## config.mk

```make
export PLATFORM = sky130hd
export DESIGN_NAME = irq_priority_ctrl
export DESIGN_NICKNAME = d
export VERILOG_FILES = /design/src/rtl/irq_priority_ctrl.sv
export SDC_FILE = /design/constraint.sdc
export NUM_CORES = 1
export LEC_CHECK = 0
export ABC_AREA = 1
export CORE_UTILIZATION = 25
export DETAILED_ROUTE_END_ITERATION = 8
export PLACE_DENSITY = 0.52
export SYNTH_ARGS = -nofsm -noshare
export SYNTH_HDL_FRONTEND = slang
export SYNTH_SLANG_ARGS = --single-unit
```

## constraint.sdc

```tcl
create_clock -name clk -period 3 [get_ports clk]
set_input_delay 0.6 -clock clk [delete_from_list [all_inputs] [get_ports clk]]
set_output_delay 0.6 -clock clk [all_outputs]
set_load 0.01 [all_outputs]
```

## src/rtl/irq_priority_ctrl.sv

```systemverilog
// Interrupt capture and service controller.
// Rising edges on req are latched into pending. The highest unmasked pending
// index is presented on irq/irq_id. The agent answers with ack, then done,
// and each done adds one to svc_count.
module irq_priority_ctrl #(
  parameter int N   = 16,
  parameter int IDW = 4,
  parameter int CW  = 8
) (
  input  logic           clk,
  input  logic           reset,
  input  logic [N-1:0]   req,
  input  logic [N-1:0]   mask,
  output logic           irq,
  output logic [IDW-1:0] irq_id,
  input  logic           ack,
  input  logic           done,
  output logic           busy,
  output logic [N-1:0]   pending,
  output logic [CW-1:0]  svc_count
);

  typedef enum logic [1:0] {IDLE, ASSERT, SERVICE} state_t;

  state_t         state, state_n;
  logic [N-1:0]   req_d;
  logic [N-1:0]   edges;
  logic [N-1:0]   cand;
  logic [N-1:0]   clr;
  logic [IDW-1:0] sel;
  logic           sel_vld;
  logic [IDW-1:0] irq_id_n;
  logic           count_en;

  assign edges = req & ~req_d;
  assign cand  = pending & ~mask;

  // Priority encoder: the highest set index of cand wins
  always_comb begin
    sel     = '0;
    sel_vld = 1'b0;
    for (int unsigned i = 0; i < N; i++) begin
      if (cand[i]) begin
        sel     = IDW'(i);
        sel_vld = 1'b1;
      end
    end
  end

  // Next-state logic and handshake side effects
  always_comb begin
    state_n  = state;
    irq_id_n = irq_id;
    clr      = '0;
    count_en = 1'b0;
    case (state)
      IDLE: begin
        if (sel_vld) begin
          state_n  = ASSERT;
          irq_id_n = sel;
        end
      end
      ASSERT: begin
        // ack beats a mask change that arrives in the same cycle
        if (ack) begin
          state_n = SERVICE;
          clr     = N'(1) << irq_id;
        end else if (mask[irq_id]) begin
          state_n = IDLE;
        end
      end
      SERVICE: begin
        if (done) begin
          state_n  = IDLE;
          count_en = 1'b1;
        end
      end
      default: state_n = IDLE;
    endcase
  end

  // State register
  always_ff @(posedge clk) begin
    if (reset) state <= IDLE;
    else       state <= state_n;
  end

  // Datapath registers: edge capture, pending, presented id, flags, counter
  always_ff @(posedge clk) begin
    if (reset) begin
      req_d     <= '0;
      pending   <= '0;
      irq_id    <= '0;
      irq       <= 1'b0;
      busy      <= 1'b0;
      svc_count <= '0;
    end else begin
      req_d   <= req;
      // A fresh edge wins over a clear of the same bit
      pending <= (pending & ~clr) | edges;
      irq_id  <= irq_id_n;
      irq     <= (state_n == ASSERT);
      busy    <= (state_n == SERVICE);
      if (count_en) svc_count <= svc_count + CW'(1);
    end
  end

endmodule

```

# After elaboration in Yosys (flattened, before gate mapping)

Cells that the tools add are included.

Multiply operators: 0
Reduce and logical (&&, ||, !) cells: 2
Bitwise operators: 7
Mux-type cells: 42
Add/sub/neg operators: 1
Div/mod/pow operators: 0
Order comparisons: 1
Shifts and indexed selects: 1
Equality and inequality tests: 4

Operators by type and width:

| cell                 | number |
|---|---|
| $mux 4               | 14 |
| $and 16x16->16       | 3 |
| $not 16->16          | 3 |
| $mux 16              | 2 |
| $mux 1               | 20 |
| $or 16x16->16        | 1 |
| $shl 1x4->16 const A | 1 |
| $add 8x1->8 const B  | 1 |
| $mux 2               | 4 |
| $pmux 2 s3           | 1 |
| $lt 4x5->1 const B   | 1 |
| $bmux 1 s4           | 1 |
| $eq 2x1->1 const B   | 2 |
| $eq 2x2->1 const B   | 2 |
| $logic_not 2->1      | 1 |
| $reduce_and 2->1     | 1 |

Memories: 0
Input bits: 36
Word-level logic and storage cells: 65
RAM bits: 0
Flip-flop bits (word level): 48
ROM bits: 0
Latch bits: 0

# Depth between registers and ports, before layout

Gate-level depths: netlist (run 1).

Depth after elaboration: 21
Gate-level depth with buffers: 16
Depth with buffers taken out: 16

# Least setup slack after synthesis (run 1)

Ideal clock, no wire load.

Path type: input to register
From: in mask[12]
To: reg irq_id[2]
Stages on the path: 11
Buffers on the path: 0
Setup time: 0.125 ns
Slack: 1.405 ns
Required time: 2.875 ns
Data arrival time: 1.470 ns
Cell sequence: inv_1 nand2_1 nand2_1 nor2_1 nand2_1 inv_1 nand3_1 nand2_1 inv_1 o21ai_0 a31oi_1

Word-level cells in the longest chain between the ends: 7

Ends and longest elaborated chain:

| what                       | RTL line | RTL |
|---|---|---|
| start: declaration         | 13       | `input logic [N-1:0] mask,` |
| $not 16->16 (*)            | 36       | `assign cand = pending & ~mask;` |
| $and 16x16->16 (*)         | 36       |  |
| $mux 1 (4 in a row)        | 43       | `if (cand[i]) begin` |
| $reduce_and 2->1 (no line) | --       |  |
| end signal: assignment     | 101      | `irq_id <= irq_id_n;` |
| end: declaration           | 15       | `output logic [IDW-1:0] irq_id,` |

Mark *: on every way between the ends. The rest lies on a longest branch, timed or not.
A chain may end at the register's enable or synchronous reset.

# Final worst setup path (run 1)

From: reg irq_id[2]
To: out irq_id[2]

No word-level cell between the ends.

==> results of run 1 <==
-- layer usage --
layer / GRT usage [%] / routed length [um] / vias to the layer above
li1: - / - / 1067
met1: 18.81 / 2749 / 933
met2: 20.83 / 2432 / 56
met3: 3.984 / 375 / 5
met4: 3.462 / 53 / 0
met5: 0 / 0 / -
-- kinds of logic after synthesis --
family,count (synthesis)
AND/OR/NAND/NOR,120
buffers and inverters,61
AO/OA/AOI/OAI,60
flip-flops,48
adder cells (fa/ha/maj),1
-- how the worst max path moves through the flow --
stage | start | endpoint | slack, ns | cells past startpoint
after global routing | irq_id[2] | irq_id[2] | 0.71 | 1
after global placement | mask[9] | irq_id[2] | 0.77 | 12
after detailed placement | mask[8] | irq_id[2] | 0.73 | 12
after CTS | irq_id[2] | irq_id[2] | 0.80 | 1
after floorplan | mask[12] | irq_id[2] | 1.41 | 11
final | irq_id[2] | irq_id[2] | 0.82 | 1
-- power by group through the flow --
stage / sequential, mW / clock [mW] / combinational (mW)
2_1_floorplan: 0.747 / 0 / 0.175
3_3_place_gp: 0.749 / 0 / 0.352
3_5_place_dp: 0.748 / 0 / 0.355
4_1_cts: 0.733 / 0.424 / 0.356
5_1_grt: 0.743 / 0.447 / 0.398
6_report: 0.733 / 0.409 / 0.352
-- area by class of cell --
cell class | count | share of cell area (%)
repair buffers | 66 | 22.52
inverters | 55 | 7.063
clock inverters | 2 | 0.3425
flip-flops and latches | 48 | 32.88
clock buffers | 6 | 2.825
well taps | 102 | 4.366
multi-input cells | 181 | 30.01
-- per-stage QoR --
stage	hold slack, ns	util [%]	instance area (um2)
after global placement	0.4144	35.88	2830
after floorplan	0.4079	-	2071
after global routing	0.4396	37.06	2923
after detailed placement	0.4178	35.88	2830
final	0.4307	37.06	2923
after CTS	0.4314	37.06	2923
-- sequential cells by signal, summed over array words and instances (netlist names) --
signal	flops
irq_id	4
req_d	16
busy	1
irq	1
pending	16
svc_count	8
state	2
-- cells in the final DEF, fill, tap and decap left out, types with 3 or more instances in the layout --
cell type	synthesis	final
sky130_fd_sc_hd__nand3_1	13	13
sky130_fd_sc_hd__a21oi_1	19	19
sky130_fd_sc_hd__clkbuf_8	0	6
sky130_fd_sc_hd__o21ai_0	10	10
sky130_fd_sc_hd__dfxtp_1	48	48
sky130_fd_sc_hd__o22ai_1	12	12
sky130_fd_sc_hd__a31oi_1	4	4
sky130_fd_sc_hd__inv_1	52	52
sky130_fd_sc_hd__nor2_1	39	39
sky130_fd_sc_hd__o31ai_1	8	8
sky130_fd_sc_hd__clkdlybuf4s50_1	0	65
sky130_fd_sc_hd__nand2_1	58	58
sky130_fd_sc_hd__nor3_1	3	3
==> qor.tcl, run 1 <==
set qor(cts_sinks) 48
set qor(route.detailed.vias_per_inst) 4.480
set qor(synth_compound_gate_area_share_pct) 17.46
set qor(gpl.final_weighted_congestion) 0.7792
set qor(rr_worst_depth) 4
set qor(holdCritPathClass) {reg2reg}
set qor(report.final.hold_viol_count) 0
set qor(timing.critical_path.max_delay_family) {flip-flops}
set qor(worst-r2r-setup-slack_ns) 1.08
set qor(synth.ff_latch_count) 48
set qor(finalWirelength_um) 5611
set qor(postSynthAreaPerCell_um2) 7.140
set qor(cp_slowest_stage_delay_ns) 0.64
set qor(drc_errors) 0
set qor(synth_edf_count) 0
set qor(setup_total_negative_slack_ns) 0
set qor(main_combinational_cell_family_by_area_after_synthesis) {simple AND/OR/NAND/NOR gates}
set qor(muxShareOfSynthArea_pct) 0
set qor(number_of_global_route_vias_before_repair) 1961
set qor(grt_usage_pct) 13.66
set qor(post_synth_inst_count) 290
set qor(layout-area-overhead-vs-synth_pct) 41.15
set qor(pin_count) 66
set qor(final_nets) 394
set qor(area.sequential_um2) 960.9
set qor(min_to) {pending[14]}
set qor(clock_power_share_pct) 27.4
set qor(yosys_most_used_dff) {sky130_fd_sc_hd__dfxtp_1}
set qor(largest_buffer_count_on_any_clock_path) 2
set qor(post_route_worst_setup_slack_ns) 0.8230
set qor(final_std_cells_w_o_fill) 460
set qor(r2r_end) {irq}
set qor(worst_ep_arrival_time_ns) 1.58
set qor(slew_headroom_pct) 64.87
set qor(die_h_um) 93.01
set qor(n_fill_cell) 877
set qor(power_density_nw_per_um2) 510.9
set qor(yosysMostFrequentCell) {sky130_fd_sc_hd__nand2_1}
set qor(fp.dieArea_um2) 8651
set qor(yosys.area_share.adder_pct) 0.6042
set qor(ys_top_cells_by_area) {sky130_fd_sc_hd__dfxtp_1 (46%), sky130_fd_sc_hd__nand2_1 (11%), sky130_fd_sc_hd__inv_1 (9.4%)}
set qor(synth.top_cells.by_count) {sky130_fd_sc_hd__nand2_1 (58), sky130_fd_sc_hd__inv_1 (52), sky130_fd_sc_hd__dfxtp_1 (48)}
set qor(share_of_total_power_consumed_by_net_switching_pct) 30.74
set qor(cts_setup_buffers) 0
set qor(timing.final.crit_period_ns) 2.177
set qor(clk_latency_ns) 0.30
set qor(grt_antenna_before_repair) 0
set qor(grt_setup_unrepaired) {no}
set qor(cts_root_buf) {sky130_fd_sc_hd__clkbuf_8}
set qor(place.detailed.instances) 452
set qor(timing.critical_path.to_type) {output pin}
set qor(hold_start) {req_d[14]}
set qor(simple_logic_cell_fraction_of_the_synthesized_area_pct) 24.29
set qor(clk_pin_slew_worst_paths_ns) 0.09
set qor(post_cts_hold_buffer_count) 0
set qor(hpwlAfterDp_um) 4280
set qor(synthDominantAreaCellType) {sky130_fd_sc_hd__dfxtp_1}
set qor(setup.worst_path.class) {reg2out}
set qor(fp-row-count) 32
set qor(port_buffers) 65
set qor(r2r-start) {irq_id[2]}
set qor(cts_max_level) 2
set qor(run_status) {completed}
set qor(tritoncts_clock_tree) {built}
set qor(die_width_um) 93.01
set qor(cts-buffers-inserted) 5
set qor(max_freq_mhz) 459.3
set qor(worst_slew_pin_slew_ns) 0.5250
set qor(global_route_wire_length_before_repair_um) 9321
set qor(start_util_pct) 26.25
set qor(timing.critical_path.buf_inv) 1
set qor(crit_required_ns) 2.40
set qor(synth_nets) 327
set qor(diodes) 0
set qor(p_leak_nw) 1.318
set qor(detail_route.first_pass.iterations) 5
set qor(synth_area_um2) 2071
set qor(sequential_to_total_area_share_from_yosys_stat_pct) 46.40
set qor(finalCritPeriodShare_pct) 72.57
set qor(combinationalPowerShare_pct) 23.6
set qor(post_cts_resized) 0
set qor(vdd_ir_drop_max_v) 0.0002214
set qor(detail_route.wl_per_cell_um) 12.20
set qor(finalClockSkew_ns) 0.01068
set qor(antenna_left) 0
set qor(final_layout_size_suffix_gt1_share_pct) 4.749
set qor(final-setup-viol-count) 0
set qor(switching_power_uw) 459.0
set qor(critPathLaunchType) {register}
set qor(grt_start_max_net_pins) 33
set qor(seq_power_share_pct) 49.1
set qor(synth_area_in_xor_xnor_pct) 0
set qor(crit_fanout) 13
set qor(ys_types) 28
set qor(core_area_um2) 7888
set qor(drtIter0Drc) 72
set qor(hold-path-cell-count) 1
set qor(critPathSlowestCell) {sky130_fd_sc_hd__dfxtp_1}
set qor(final_max_tran_viols) 0
set qor(post-layout-total-power_mw) 1.493
set qor(route.vias.total) 2061
set qor(synth-async-reset-ratio_pct) 0
set qor(intPower_mw) 1.034
set qor(post-place-ws_ns) 0.7273
set qor(yosysTopAreaCellShare_pct) 46.40
set qor(timing.critical_path.cells) {clkdlybuf4s50_1}
set qor(global_route.overflow_total) 0
set qor(cap_violations) 0
set qor(multi_input_gate_area_um2) 877.1
set qor(yosys_warnings) 0
(Power assumes the default switching activity.)
==> run 2, diff against run 1 <==
PLACE_DENSITY = 0.54   (was 0.52)
clock period = 1.92 ns   (was 3 ns; I/O delays follow)
==> run 2 against run 1 <==
  * Final area increased by 4.6%
  * Sequential power increased by 56%
  * Critical path type unchanged
  * Sequential share of layout area decreased by 1.5 points
  * Cell count increased by 3.9%
  * Non-clock buffer count increased by 18
  * Power increased by 59%
  * Clock skew decreased by 0.00091 ns
==> qor.tcl, run 2 (synthesized netlist as in run 1, its figures left out) <==
set qor(run_status) {completed} ;# unchanged
set qor(timing.critical_path.to_type) {output pin} ;# unchanged
set qor(layout.cells.most_common) {sky130_fd_sc_hd__clkdlybuf4s50_1} ;# unchanged
set qor(antenna_left) 0 ;# unchanged
set qor(detail_route.wl_per_cell_um) 11.82 ;# was 12.20 um
set qor(final_nets) 412 ;# was 394
set qor(p_leak_nw) 1.406 ;# was 1.318 nW
set qor(gpl.final_weighted_congestion) 0.8040 ;# was 0.7792
set qor(drtIter0Drc) 77 ;# was 72
set qor(final_max_tran_viols) 0 ;# unchanged
set qor(worst_slew_pin_slew_ns) 0.3629 ;# was 0.5250 ns
set qor(critPathLaunchType) {register} ;# unchanged
set qor(fp.dieArea_um2) 8651 ;# unchanged
set qor(cts_setup_buffers) 0 ;# unchanged
set qor(crit_required_ns) 1.54 ;# was 2.40 ns
set qor(post_cts_hold_buffer_count) 0 ;# unchanged
set qor(core_area_um2) 7888 ;# unchanged
set qor(port_buffers) 65 ;# unchanged
set qor(start_util_pct) 26.25 ;# unchanged
set qor(seq_power_share_pct) 47.9 ;# was 49.1%
set qor(finish.utilization_pct) 38.77 ;# was 37.06%
set qor(number_of_global_route_vias_before_repair) 2058 ;# was 1,961
set qor(largest_registers) {pending x16, req_d x16, svc_count x8} ;# unchanged
set qor(max_freq_mhz) 555.2
set qor(place.detailed.instances) 470 ;# was 452
set qor(cts-buffers-inserted) 5 ;# unchanged
set qor(grt_setup_unrepaired) {no} ;# unchanged
set qor(layout-area-overhead-vs-synth_pct) 47.67 ;# was 41.15%
set qor(report.final.hold_viol_count) 0 ;# unchanged
set qor(timing.critical_path.cells) {clkdlybuf4s50_1} ;# unchanged
set qor(finalCritPeriodShare_pct) 93.80
set qor(die_width_um) 93.01 ;# unchanged
set qor(setup.worst_path.class) {reg2out} ;# unchanged
set qor(n_fill_cell) 826 ;# was 877
set qor(crit_fanout) 7 ;# was 13
set qor(largest_buffer_count_on_any_clock_path) 2 ;# unchanged
set qor(tritoncts_clock_tree) {built} ;# unchanged
set qor(global_route_met2_utilization_pct) 22.61 ;# was 20.83%
set qor(timing.critical_path.buf_inv) 1 ;# unchanged
set qor(clk_pin_slew_worst_paths_ns) 0.09 ;# about the same
set qor(drc_errors) 0 ;# unchanged
set qor(holdCritPathClass) {reg2reg} ;# unchanged
set qor(grt_usage_pct) 13.81 ;# was 13.66%
set qor(groute.layer.met1.usage_pct) 18.24 ;# was 18.81%
set qor(slew_headroom_pct) 75.74 ;# was 64.87%
set qor(final_layout_size_suffix_gt1_share_pct) 9.309 ;# was 4.749%
set qor(clock_power_share_pct) 26.5 ;# was 27.4%
set qor(die_h_um) 93.01 ;# unchanged
set qor(final-setup-viol-count) 0 ;# unchanged
set qor(worst_ep_arrival_time_ns) 1.42 ;# was 1.58 ns
set qor(hold_slack_ns) 0.4278 ;# was 0.4307 ns
set qor(detail_route.first_pass.iterations) 4 ;# was 5
set qor(cts_sinks) 48 ;# unchanged
set qor(fp-row-count) 32 ;# unchanged
set qor(grt_start_max_net_pins) 20 ;# was 33
set qor(finalWirelength_um) 5649 ;# was 5611 um
set qor(setup_total_negative_slack_ns) 0 ;# unchanged
set qor(intPower_mw) 1.662 ;# was 1.034 mW
set qor(vdd_ir_drop_max_v) 0.0002862 ;# was 0.0002214 V
set qor(grt_antenna_before_repair) 0 ;# unchanged
set qor(timing.final.crit_period_ns) 1.801
set qor(route.vias.total) 2074 ;# was 2,061
set qor(clk_latency_ns) 0.30 ;# about the same
set qor(grt_busiest_layer) {met2} ;# unchanged
set qor(cap_violations) 0 ;# unchanged
set qor(switching_power_uw) 716.1 ;# was 459.0 uW
set qor(timing.critical_path.max_delay_family) {buffers and inverters} ;# was flip-flops
set qor(cts_max_level) 2 ;# unchanged
set qor(layout.cells.most_common_list) {sky130_fd_sc_hd__clkdlybuf4s50_1 (65), sky130_fd_sc_hd__nand2_1 (58), sky130_fd_sc_hd__inv_1 (52), sky130_fd_sc_hd__dfxtp_1 (48), sky130_fd_sc_hd__nor2_1 (39)} ;# unchanged
set qor(post_cts_resized) 0 ;# unchanged
set qor(finalClockSkew_ns) 0.009773 ;# was 0.01068 ns
set qor(pin_count) 66 ;# unchanged
set qor(combinationalPowerShare_pct) 25.6 ;# was 23.6%
set qor(share_of_total_power_consumed_by_net_switching_pct) 30.12 ;# was 30.74%
set qor(cp_slowest_stage_delay_ns) 0.60 ;# was 0.64 ns
set qor(critPathSlowestCell) {sky130_fd_sc_hd__clkdlybuf4s50_1} ;# was sky130_fd_sc_hd__dfxtp_1
set qor(power_density_nw_per_um2) 777.6 ;# was 510.9 nW/um2
set qor(global_route.overflow_total) 0 ;# unchanged
set qor(final_std_cells_w_o_fill) 478 ;# was 460
set qor(route.detailed.vias_per_inst) 4.339 ;# was 4.480
set qor(diodes) 0 ;# unchanged
set qor(gr_met3_demand_resource_pct) 3.252 ;# was 3.984%
set qor(hpwlAfterDp_um) 4441 ;# was 4280 um
set qor(global_route_wire_length_before_repair_um) 9425 ;# was 9321 um
set qor(cts_root_buf) {sky130_fd_sc_hd__clkbuf_8} ;# unchanged
-- run 2: cell count changes in the layout (fill, tap and decap cells not counted) --
cell / change
sky130_fd_sc_hd__buf_4: +18
-- run 2: final timing paths --
check / from / to / slack, ns / cells past startpoint
worst min register to register: req_d[12] / pending[12] / 0.43 / 1
worst max register to register: irq_id[0] / irq / 0.32 / 8
worst min-delay path: req_d[12] / pending[12] / 0.43 / 1
worst max-delay path: irq_id[2] / irq_id[2] / 0.12 / 1
-- run 2: final cells by class --
class / instances / area, um2 / share of cell area [%]
Clock inverter: 2 / 10.01 / 0.3273
Multi-Input combinational cell: 181 / 877.1 / 28.68
Inverter: 55 / 206.4 / 6.751
Clock buffer: 6 / 82.58 / 2.700
Sequential cell: 48 / 960.9 / 31.42
Timing Repair Buffer: 84 / 793.3 / 25.94
Tap cell: 102 / 127.6 / 4.173
-- run 2: layer usage --
| metal | part of all wire [%] | up-vias |
|---|---|---|
| met4 | 0.97 | 0 |
| met5 | 0 | - |
| li1 | - | 1099 |
| met2 | 45 | 47 |
| met3 | 5.6 | 5 |
| met1 | 48 | 923 |
-- run 2: per-stage QoR --
step,setup WS [ns],instance area [um2],total power [mW]
global route,0.05929,3058,2.521
CTS,0.1029,3058,2.414
detailed placement,-0.04915,2965,1.776
floorplan,0.5410,2071,1.442
finish,0.1190,3058,2.378
global placement,-0.04143,2965,1.775
-- run 2: power groups by stage --
stage	Clock, mW	Sequential [mW]	Combinational (mW)
5_1_grt	0.688	1.15	0.679
2_1_floorplan	0	1.17	0.274
6_report	0.629	1.14	0.609
4_1_cts	0.659	1.14	0.614
3_3_place_gp	0	1.16	0.612
3_5_place_dp	0	1.16	0.613
==> run 3, diff against run 2 <==
CAP_MARGIN = 20   (was default)
==> results of run 3 <==
Final layout, timing and power as in run 2 (identical DEF).
